<file path="config.mk">
export PLATFORM = sky130hd
export DESIGN_NAME = pixel_packer_flat
export DESIGN_NICKNAME = d
export VERILOG_FILES = /design/src/rtl/img_pkg.sv /design/src/rtl/pixel_packer_if.sv /design/src/rtl/word_fifo.sv /design/src/rtl/pixel_packer.sv /design/src/flat_wrapper.sv
export SDC_FILE = /design/constraint.sdc
export NUM_CORES = 1
export LEC_CHECK = 0
export CAP_MARGIN = 0
export CORE_MARGIN = 2
export CORE_UTILIZATION = 60
export CTS_CLUSTER_SIZE = 25
export DETAILED_ROUTE_END_ITERATION = 12
export PLACE_DENSITY = 0.8
export SKIP_CTS_REPAIR_TIMING = 1
export SLEW_MARGIN = 20
export SYNTH_ARGS = -nofsm -noshare
export SYNTH_HDL_FRONTEND = slang
export SYNTH_SLANG_ARGS = --single-unit
</file>
<file path="constraint.sdc">
create_clock -name clk -period 6.1 [get_ports clk]
set_input_delay 0.915 -clock clk [delete_from_list [all_inputs] [get_ports clk]]
set_output_delay 0.915 -clock clk [all_outputs]
set_load 0.02 [all_outputs]
</file>
<file path="src/rtl/img_pkg.sv">
// -----------------------------------------------------------------------------
// img_pkg
// Shared image-pipeline definitions used by the brightness stage and the
// pixel packer: pixel/word geometry, default frame size, the packed word FIFO
// entry, the packer FSM state type and the final-word keep-mask helper.
// -----------------------------------------------------------------------------
package img_pkg;

    localparam int PIX_W      = 8;
    localparam int WORD_W     = 32;
    localparam int LANES      = 4;

    localparam int DEF_WIDTH  = 361;
    localparam int DEF_HEIGHT = 410;

    // One queued output word: pixel lanes, byte-valid mask, end-of-frame flag.
    typedef struct packed {
        logic [WORD_W-1:0] data;
        logic [LANES-1:0]  keep;
        logic              last;
    } fifo_entry_t;

    typedef enum logic {
        ST_PACK  = 1'b0,
        ST_DRAIN = 1'b1
    } pack_state_t;

    // Keep mask of the last word in a frame: the low (pixels mod LANES) lanes,
    // or all lanes when the frame divides evenly into words.
    function automatic logic [LANES-1:0] final_keep(input int unsigned frame_pixels);
        int unsigned n;
        n = frame_pixels % LANES;
        if (n == 0) begin
            return '1;
        end
        return LANES'((32'd1 << n) - 32'd1);
    endfunction

endpackage

</file>
<file path="src/rtl/pixel_packer_if.sv">
// -----------------------------------------------------------------------------
// pixel_packer_if
// Bus bundle around the pixel packer.
//   pix_valid/pix_data/pix_ready        : 8-bit pixel stream in
//   word_valid/word_data/word_keep/
//   word_last/word_ready                : 32-bit packed word stream out
//   frame_done/frame_count              : frame completion status
// Modport slave is the packer side, master is the surrounding system.
// -----------------------------------------------------------------------------
interface pixel_packer_if;
    import img_pkg::*;

    logic              pix_valid;
    logic [PIX_W-1:0]  pix_data;
    logic              pix_ready;

    logic              word_valid;
    logic [WORD_W-1:0] word_data;
    logic [LANES-1:0]  word_keep;
    logic              word_last;
    logic              word_ready;

    logic              frame_done;
    logic [15:0]       frame_count;

    modport slave (
        input  pix_valid, pix_data, word_ready,
        output pix_ready, word_valid, word_data, word_keep, word_last,
               frame_done, frame_count
    );

    modport master (
        output pix_valid, pix_data, word_ready,
        input  pix_ready, word_valid, word_data, word_keep, word_last,
               frame_done, frame_count
    );

endinterface

</file>
<file path="src/rtl/word_fifo.sv">
// -----------------------------------------------------------------------------
// word_fifo
// Synchronous FIFO with registered head outputs and async active-high reset.
//   clk, rst  : clock, asynchronous active-high reset
//   i_push    : write i_din (caller never pushes while o_full)
//   i_din     : entry to write
//   i_pop     : consume the head entry (ignored while empty)
//   o_valid   : head entry present
//   o_dout    : head entry, registered; zero while empty
//   o_full    : all DEPTH entries occupied
// DEPTH must be a power of two and at least 2.
// -----------------------------------------------------------------------------
module word_fifo #(
    parameter int DEPTH = 4,
    parameter int W     = 37
) (
    input  logic         clk,
    input  logic         rst,
    input  logic         i_push,
    input  logic [W-1:0] i_din,
    input  logic         i_pop,
    output logic         o_valid,
    output logic [W-1:0] o_dout,
    output logic         o_full
);

    localparam int PTR_W = $clog2(DEPTH);
    localparam int CNT_W = $clog2(DEPTH + 1);

    logic [W-1:0]     r_mem [DEPTH];
    logic [PTR_W-1:0] r_wr_ptr;
    logic [PTR_W-1:0] r_rd_ptr;
    logic [CNT_W-1:0] r_count;
    logic             r_valid;
    logic [W-1:0]     r_dout;

    logic             w_pop;
    logic [PTR_W-1:0] w_rd_next;

    assign w_pop     = i_pop & r_valid;
    assign w_rd_next = r_rd_ptr + 1'b1;

    // NOTE: storage array is deliberately not reset; only pointers/count/head are.
    always_ff @(posedge clk) begin
        if (i_push) begin
            r_mem[r_wr_ptr] <= i_din;
        end
    end

    always_ff @(posedge clk or posedge rst) begin
        if (rst) begin
            r_wr_ptr <= '0;
            r_rd_ptr <= '0;
            r_count  <= '0;
            r_valid  <= 1'b0;
            r_dout   <= '0;
        end else begin
            if (i_push) begin
                r_wr_ptr <= r_wr_ptr + 1'b1;
            end
            if (w_pop) begin
                r_rd_ptr <= w_rd_next;
            end

            case ({i_push, w_pop})
                2'b10:   r_count <= r_count + 1'b1;
                2'b01:   r_count <= r_count - 1'b1;
                default: r_count <= r_count;
            endcase

            // Head register tracks the oldest entry. On a pop the successor is
            // either already in storage or is the word being pushed right now.
            if (w_pop) begin
                if (r_count > CNT_W'(1)) begin
                    r_dout  <= r_mem[w_rd_next];
                    r_valid <= 1'b1;
                end else if (i_push) begin
                    r_dout  <= i_din;
                    r_valid <= 1'b1;
                end else begin
                    r_dout  <= '0;
                    r_valid <= 1'b0;
                end
            end else if (!r_valid && i_push) begin
                r_dout  <= i_din;
                r_valid <= 1'b1;
            end
        end
    end

    assign o_valid = r_valid;
    assign o_dout  = r_dout;
    assign o_full  = (r_count == CNT_W'(DEPTH));

endmodule

</file>
<file path="src/rtl/pixel_packer.sv">
// -----------------------------------------------------------------------------
// pixel_packer
// Packs four consecutive 8-bit pixels into a 32-bit word (first pixel in
// [7:0]), tracks frame position, marks the final (possibly partial) word of
// each frame and queues words in a small FIFO with valid/ready on both sides.
//   clk, rst : clock, asynchronous active-high reset
//   bus      : pixel_packer_if.slave
//              pix_valid/pix_data/pix_ready  pixel input stream
//              word_valid/word_data/word_keep/word_last/word_ready  output words
//              frame_done  one-cycle pulse after the last word is accepted
//              frame_count completed frames, wraps at 16 bits
// -----------------------------------------------------------------------------
module pixel_packer
    import img_pkg::*;
#(
    parameter  int WIDTH        = DEF_WIDTH,
    parameter  int HEIGHT       = DEF_HEIGHT,
    parameter  int FIFO_DEPTH   = 4,
    localparam int FRAME_PIXELS = WIDTH * HEIGHT
) (
    input  logic           clk,
    input  logic           rst,
    pixel_packer_if.slave  bus
);

    localparam int                CNT_W     = (FRAME_PIXELS > 1) ? $clog2(FRAME_PIXELS) : 1;
    localparam int                IDX_W     = $clog2(LANES);
    localparam logic [LANES-1:0]  LAST_KEEP = final_keep(FRAME_PIXELS);

    pack_state_t       r_state;
    logic [CNT_W-1:0]  r_pix_cnt;
    logic [IDX_W-1:0]  r_byte_idx;
    logic [WORD_W-1:0] r_asm;
    logic              r_frame_done;
    logic [15:0]       r_frame_count;

    logic              w_accept;
    logic              w_last_pix;
    logic              w_complete;
    logic              w_pop;
    logic              w_fifo_valid;
    logic              w_fifo_full;
    logic [WORD_W-1:0] w_word;
    fifo_entry_t       w_push_entry;
    fifo_entry_t       w_head;

    // Ready depends only on registered state (and reset), never on word_ready.
    assign bus.pix_ready = ~rst & (r_state == ST_PACK) & ~w_fifo_full;

    assign w_accept   = bus.pix_valid & bus.pix_ready;
    assign w_last_pix = (r_pix_cnt == CNT_W'(FRAME_PIXELS - 1));
    assign w_complete = w_accept & ((r_byte_idx == IDX_W'(LANES - 1)) | w_last_pix);
    assign w_pop      = w_fifo_valid & bus.word_ready;

    // Lanes above byte_idx in r_asm are always zero, so the word being built
    // is just the assembly register with the current lane filled in.
    // NOTE: every combinational output gets a full default before partial updates.
    always_comb begin
        w_word = r_asm;
        w_word[r_byte_idx * PIX_W +: PIX_W] = bus.pix_data;
    end

    always_comb begin
        w_push_entry.data = w_word;
        w_push_entry.keep = w_last_pix ? LAST_KEEP : '1;
        w_push_entry.last = w_last_pix;
    end

    // Packing datapath: byte lane index, assembly register, frame pixel counter.
    always_ff @(posedge clk or posedge rst) begin
        if (rst) begin
            r_pix_cnt  <= '0;
            r_byte_idx <= '0;
            r_asm      <= '0;
        end else if (w_accept) begin
            if (w_complete) begin
                r_byte_idx <= '0;
                r_asm      <= '0;
            end else begin
                r_byte_idx <= r_byte_idx + 1'b1;
                r_asm      <= w_word;
            end
            r_pix_cnt <= w_last_pix ? '0 : r_pix_cnt + 1'b1;
        end
    end

    // DRAIN blocks the next frame until its predecessor's last word has left,
    // so no new pixel can land in a word queued behind the frame end.
    always_ff @(posedge clk or posedge rst) begin
        if (rst) begin
            r_state       <= ST_PACK;
            r_frame_done  <= 1'b0;
            r_frame_count <= '0;
        end else begin
            r_frame_done <= 1'b0;
            case (r_state)
                ST_PACK: begin
                    if (w_accept && w_last_pix) begin
                        r_state <= ST_DRAIN;
                    end
                end
                ST_DRAIN: begin
                    if (w_pop && w_head.last) begin
                        r_state       <= ST_PACK;
                        r_frame_done  <= 1'b1;
                        r_frame_count <= r_frame_count + 1'b1;
                    end
                end
            endcase
        end
    end

    word_fifo #(
        .DEPTH (FIFO_DEPTH),
        .W     ($bits(fifo_entry_t))
    ) u_word_fifo (
        .clk     (clk),
        .rst     (rst),
        .i_push  (w_complete),
        .i_din   (w_push_entry),
        .i_pop   (w_pop),
        .o_valid (w_fifo_valid),
        .o_dout  (w_head),
        .o_full  (w_fifo_full)
    );

    assign bus.word_valid  = w_fifo_valid;
    assign bus.word_data   = w_head.data;
    assign bus.word_keep   = w_head.keep;
    assign bus.word_last   = w_head.last;
    assign bus.frame_done  = r_frame_done;
    assign bus.frame_count = r_frame_count;

endmodule

</file>
<file path="src/flat_wrapper.sv">
// flat-port wrapper written by rule: the top's interface ports become plain ports
module pixel_packer_flat import img_pkg::*;
#(
    parameter  int WIDTH        = DEF_WIDTH,
    parameter  int HEIGHT       = DEF_HEIGHT,
    parameter  int FIFO_DEPTH   = 4,
    localparam int FRAME_PIXELS = WIDTH * HEIGHT
)
  (clk, rst, bus_pix_valid, bus_pix_data, bus_word_ready, bus_pix_ready, bus_word_valid, bus_word_data, bus_word_keep, bus_word_last, bus_frame_done, bus_frame_count);
  pixel_packer_if bus_i ();
  input  logic clk;
  input  logic rst;
  input wire logic [$bits(bus_i.pix_valid)-1:0] bus_pix_valid;
  input wire logic [$bits(bus_i.pix_data)-1:0] bus_pix_data;
  input wire logic [$bits(bus_i.word_ready)-1:0] bus_word_ready;
  output wire logic [$bits(bus_i.pix_ready)-1:0] bus_pix_ready;
  output wire logic [$bits(bus_i.word_valid)-1:0] bus_word_valid;
  output wire logic [$bits(bus_i.word_data)-1:0] bus_word_data;
  output wire logic [$bits(bus_i.word_keep)-1:0] bus_word_keep;
  output wire logic [$bits(bus_i.word_last)-1:0] bus_word_last;
  output wire logic [$bits(bus_i.frame_done)-1:0] bus_frame_done;
  output wire logic [$bits(bus_i.frame_count)-1:0] bus_frame_count;
  assign bus_i.pix_valid = bus_pix_valid;
  assign bus_i.pix_data = bus_pix_data;
  assign bus_i.word_ready = bus_word_ready;
  assign bus_pix_ready = bus_i.pix_ready;
  assign bus_word_valid = bus_i.word_valid;
  assign bus_word_data = bus_i.word_data;
  assign bus_word_keep = bus_i.word_keep;
  assign bus_word_last = bus_i.word_last;
  assign bus_frame_done = bus_i.frame_done;
  assign bus_frame_count = bus_i.frame_count;
  pixel_packer #(.WIDTH(WIDTH), .HEIGHT(HEIGHT), .FIFO_DEPTH(FIFO_DEPTH)) u_core (.clk(clk), .rst(rst), .bus(bus_i));
endmodule
</file>
**Yosys cells after proc, flatten, opt, wreduce, memory -nomap -nowiden**

Memories as Yosys holds them, arrays and structs flattened.
Cells that the tools add are included.

- Register bits: 115
- Memory bits (writable): 148
- Input bits: 12
- Output and inout bits: 56
- Memories kept: 1

Memory list:

| memory | words | bits a word | rd ports | clocked after memory_dff | wr ports | RTL line | source |
|---|---|---|---|---|---|---|---|
| u_core.u_word_fifo.r_mem | 4 | 37 | 1 | 0 | 1 | word_fifo.sv:30 | `logic [W-1:0] r_mem [DEPTH];` |

- Add/subtract/negate cells: 8
- Magnitude comparators: 1
- Eq/ne operators: 5
- Shift-type cells: 2
- Muxes and demuxes: 20
- Bitwise gates (word level): 10
- Reductions and logical operators: 7

Operator list:

| operator | count |
|---|---|
| $mux 37 | 4 |
| $neg 5->34 | 1 |
| $shift 8x34->32 const A | 1 |
| $shiftx 8x34->32 | 1 |
| $bwmux 32 | 1 |
| $mux 32 | 1 |
| $add 18x1->18 const B | 1 |
| $eq 18x18->1 const B | 1 |
| $mux 18 | 1 |
| $add 16x1->16 const B | 1 |
| $mux 1 | 9 |
| $add 2x1->2 const B | 3 |
| $and 1x1->1 | 6 |
| $pmux 3 s2 | 1 |
| $eq 2x2->1 const B | 2 |
| $mux 4 | 1 |
| $reduce_bool 2->1 | 2 |
| $add 3x1->3 const B | 1 |
| $eq 3x3->1 const B | 1 |
| $gt 3x1->1 const B | 1 |
| $logic_and 1x1->1 | 3 |
| $not 1->1 | 3 |
| $sub 3x1->3 const B | 1 |
| $eq 2x1->1 const B | 1 |
| 5 further kinds | 5 |

**Longest topological paths before layout**

- Word-level depth: 8
- Gate-level depth with buffers: 13

**Cells and area by module**

A second synthesis with hierarchy kept.

- Cells, all modules: 823
- Area, all modules: 11457.2 um^2

By module, submodules not included:

| module | times used | cells an instance | area each (um^2) | seq. area each (um^2) |
|---|---|---|---|---|
| word_fifo | 1 | 465 | 7955.1 | 5570.3 |
| pixel_packer | 1 | 358 | 3502.1 | 1751.7 |

**Worst setup path after synthesis**

No wires, ideal clock.

- Path type: in2reg
- Start point: in rst
- End point: mem u_core.u_word_fifo.r_mem[0][0], enable pin
- Library setup time: 394 ps
- Arrival: 3087 ps
- Data required time: 5706 ps
- Slack: 2618 ps
- Stages on the path: 7
- Path buffers: 2
- Path through: a211oi_2 > and2_1 > buf_2 > nand3_2 > nand2_1 > clkbuf_1 > and2_1

- Cells in the longest elaborated chain, start to end: 7

Ends and longest elaborated chain:

| what | RTL line | source |
|---|---|---|
| start, declared | flat_wrapper.sv:12 | `input logic rst;` |
| $not 1->1 | pixel_packer.sv:48 | `assign bus.pix_ready = ~rst & (r_state == ST_PACK) & ~w_fifo_full;` |
| $and 1x1->1 (2 in a row) | pixel_packer.sv:48 |  |
| $and 1x1->1 | pixel_packer.sv:50 | `assign w_accept = bus.pix_valid & bus.pix_ready;` |
| $and 1x1->1 | pixel_packer.sv:52 | `assign w_complete = w_accept & ((r_byte_idx == IDX_W'(LANES - 1)) \| w_last_pix);` |
| $mux 1 | word_fifo.sv:45 | `if (i_push) begin` |
| $mux 1 (not written as such) | word_fifo.sv:46 | `r_mem[r_wr_ptr] <= i_din;` |
| end, declared | word_fifo.sv:30 |  |

Every way passes these cells.

**Worst setup path in the final report**

- Start point: in rst
- End point: mem u_core.u_word_fifo.r_mem[0][16], enable pin

Same word-level chain as after synthesis.

==> impl_metrics.json <==
{
  "clock.fmax_ghz": 0.243,
  "switchingPower_w": 0.00179,
  "power_w": 0.00567,
  "vias": 6719,
  "worst_pin_slew_ps": 967,
  "startpoint_type": "input pin",
  "p_comb_share_pct": 30.4,
  "seqPwrFrac_pct": 41.3,
  "hpwl_mm": 14.9,
  "grt_use_total_pct": 24.8,
  "regToRegStartpoint": "u_core.u_word_fifo.r_count[0]",
  "grt_max_degree": 62,
  "p_clk_share_pct": 28.3,
  "rsz0062_at_grt": "false",
  "grt_pass1_wl_mm": 37.8,
  "nFillCells": 1102,
  "fp.dieH_um": 139,
  "final.setup_skew_ps": 11.9,
  "worstSetupEndpointType": "register",
  "synth_nets": 787,
  "postSynthCellCount": 757,
  "max_cap_viol_count": 0,
  "core_area_um2": 18000,
  "fin_cells": 1073,
  "synth_edf_count": 136,
  "antennaDiodeCount": 0,
  "cts-root-buf": "clkbuf_16",
  "wirelength_mm": 23.5,
  "gr-total-overflow": 0,
  "worstHoldStart": "u_core.bus.frame_count[15]",
  "min_period_ps": 4110,
  "cts_tree": "built",
  "drtIter0Drc": 483,
  "dp_cells": 1025,
  "viasPerCell": 6.26,
  "clkTransAtPathRegs_ps": 60,
  "area_growth_pct": 15.9,
  "netlist_area_um2": 11000,
  "synth_seq_cells": 248,
  "seq_area_frac_synth_pct": 62.9,
  "fp.dieArea_um2": 19400,
  "relSlewSlack_pct": 35.4,
  "hold_class": "register to register",
  "avgRoutedWirePerCell_um": 21.9,
  "drcViolationCount": 0,
  "drv_slew": 0,
  "antenna_found_initial": 0,
  "die_w_um": 139,
  "initial_core_util_pct": 61.0,
  "status": "finished, final reports clean",
  "crit_path_start": "rst",
  "cellLeakagePower_nw": 5.04,
  "required_ps": 6280,
  "clk_latency_ps": 520,
  "cts_buffers": 26,
  "avgSynthCellArea_um2": 14.5,
  "ios": 68,
  "p_int_w": 0.00388,
  "tns_ps": 0,
  "crit_fanout": 41,
  "sw_frac_of_total_pct": 31.6,
  "yosys_warnings": 0,
  "cts_sinks": 248,
  "fin_crit_sh_pct": 67.4,
  "grt_pass1_vias": 7031,
  "synthTopCellsByArea": "edfxtp_1 37%, dfrtp_1 26%, mux4_2 7.0%",
  "dr.pass1.iters": 6,
  "routabilityCongestion": 0.848,
  "synthDistinctLibCells": 58,
  "power_density_nw_per_um2": 447,
  "htree_levels": 1,
  "nets": 854,
  "ir_drop_v": 0.000317,
  "drive_gt1_share_pct": 16.2,
  "async_reset_ff_share_pct": 45.2,
  "hold_viol_final": 0,
  "setup_viol": 0,
  "critPathArrivalTime_ps": 4290,
  "crit_type": "input pin to register",
  "synth_top_area_share_pct": 37.3,
  "rows": 49,
  "synth_ff_type": "edfxtp_1",
  "cts_buffer_depth": 3,
  "portBuffers": 67,
  "synth_top_cell_by_area": "edfxtp_1",
  "antenna_left": 0
}
## cell usage after synthesis (2+ instances only)
cell,n
edfxtp_1,136
dfrtp_1,112
nand2_1,71
inv_1,39
mux4_2,34
o22ai_1,30
a21oi_1,28
mux2i_1,27
clkbuf_1,24
xnor2_1,22
mux2_4,20
nor2_1,19
ha_1,18
o21ai_0,17
a22o_1,13
mux2_2,11
nand3_1,11
xor2_1,11
buf_2,9
nand4_1,9
nor2b_1,8
o32ai_1,8
a221o_1,6
and2_1,6
and4_1,6
nand2b_1,6
o31ai_1,5
and3_1,4
buf_1,4
nor4bb_1,4
a22oi_1,3
and4b_1,3
buf_4,3
buf_12,2
nor3_1,2
nor4_1,2
nor4b_1,2
or2_2,2
## layout by cell type (no fill, tap or decap), types with 8 or more instances in the layout
cell type | synthesis | layout
mux2_2 | 11 | 11
o22ai_1 | 30 | 30
nand3_1 | 11 | 11
nand4_1 | 9 | 9
clkbuf_16 | 0 | 27
a22o_1 | 13 | 13
edfxtp_1 | 136 | 136
clkdlybuf4s50_1 | 0 | 67
buf_4 | 3 | 15
nor2_1 | 19 | 19
mux4_2 | 34 | 34
inv_1 | 39 | 38
a21oi_1 | 28 | 28
nor2b_1 | 8 | 8
mux2_4 | 20 | 20
ha_1 | 18 | 18
o32ai_1 | 8 | 8
dfrtp_1 | 112 | 111
xnor2_1 | 22 | 22
xor2_1 | 11 | 11
o21ai_0 | 17 | 17
nand2_1 | 71 | 71
mux2i_1 | 27 | 27
## cell type report
cell class | instances | area (µm²) | share of cell area, %
clock buffer | 31 | 721 | 5.68
clock inverter | 17 | 163 | 1.28
inverter | 39 | 149 | 1.17
multi-input combinational | 427 | 3700 | 29.2
sequential | 248 | 6890 | 54.3
tap | 229 | 287 | 2.26
timing repair buffer | 82 | 783 | 6.17
## registers in the layout, indices dropped and copies added (netlist names)
name / count
u_core.u_word_fifo.r_rd_ptr: 2
u_core.u_word_fifo.r_wr_ptr: 2
u_core.u_word_fifo.o_dout: 35
u_core.u_word_fifo.r_count: 3
u_core.r_pix_cnt: 18
u_core.u_word_fifo.r_mem: 136
u_core.r_byte_idx: 2
u_core.bus.frame_count: 16
u_core.r_asm: 32
u_core.bus.frame_done: 1
u_core.r_state: 1
## critical path, stage by stage
cell	delay, ps
clkdlybuf4s50_1	490
a211oi_2	300
and2_2	600
nand3_2	130
buf_4	300
nand2_1	100
buf_4	380
and2_1	600
buf_4	450
## per-stage QoR
| step | instance area (µm²) | util [%] | hold WS, ps | setup slack [ps] |
|---|---|---|---|---|
| 2_1_floorplan | 11000 | - | 449 | 2230 |
| 3_3_place_gp | 11800 | 65.7 | 461 | 1710 |
| 3_5_place_dp | 11800 | 65.7 | 459 | 1550 |
| 4_1_cts | 12700 | 70.7 | 474 | 2030 |
| 5_1_grt | 12700 | 70.7 | 500 | 1760 |
| 6_report | 12700 | 70.7 | 476 | 1990 |
## path summary, 6_finish.rpt
check | end | slack (ps) | depth (start not counted)
min in group asynchronous | u_core.r_state | 930 | 2
worst max register to register | u_core.u_word_fifo.r_mem[0][16] | 2140 | 10
max in group asynchronous | u_core.u_word_fifo.r_rd_ptr[1] | 3900 | 3
worst min-delay path | u_core.bus.frame_count[15] | 480 | 1
worst max-delay path | u_core.u_word_fifo.r_mem[0][16] | 1990 | 9
worst min register to register | u_core.bus.frame_count[15] | 480 | 1
## logic make-up (layout without fill, tap and decap cells)
| group | Yosys count | count (layout) | share of synthesized area [%] |
|---|---|---|---|
| AOI/OAI and AO/OA | 121 | 121 | 7.86 |
| xor gates and xnor gates | 33 | 33 | 2.64 |
| adders and majority gates | 18 | 18 | 2.06 |
| buffers and inverters | 82 | 169 | 3.38 |
| DFF | 248 | 248 | 62.9 |
| muxes | 92 | 92 | 13.3 |
| and+or+nand+nor | 163 | 163 | 7.85 |
## power groups by stage
| stage | clock (W) | combinational, W | sequential, W |
|---|---|---|---|
| floorplan | 0 | 0.00119 | 0.00235 |
| global placement | 0 | 0.00163 | 0.00235 |
| detailed placement | 0 | 0.00170 | 0.00237 |
| CTS | 0.00162 | 0.00172 | 0.00234 |
| global route | 0.00169 | 0.00185 | 0.00237 |
| finish | 0.00161 | 0.00172 | 0.00234 |
## metal layers
layer	GRT usage, %	part of all wire [%]	vias up
met2	42.0	50	308
met1	33.8	40	3368
li1	-	-	2976
met5	0	0	-
met4	8.19	3.3	0
met3	3.18	6.8	67
Power figures use the tool's default switching activity.
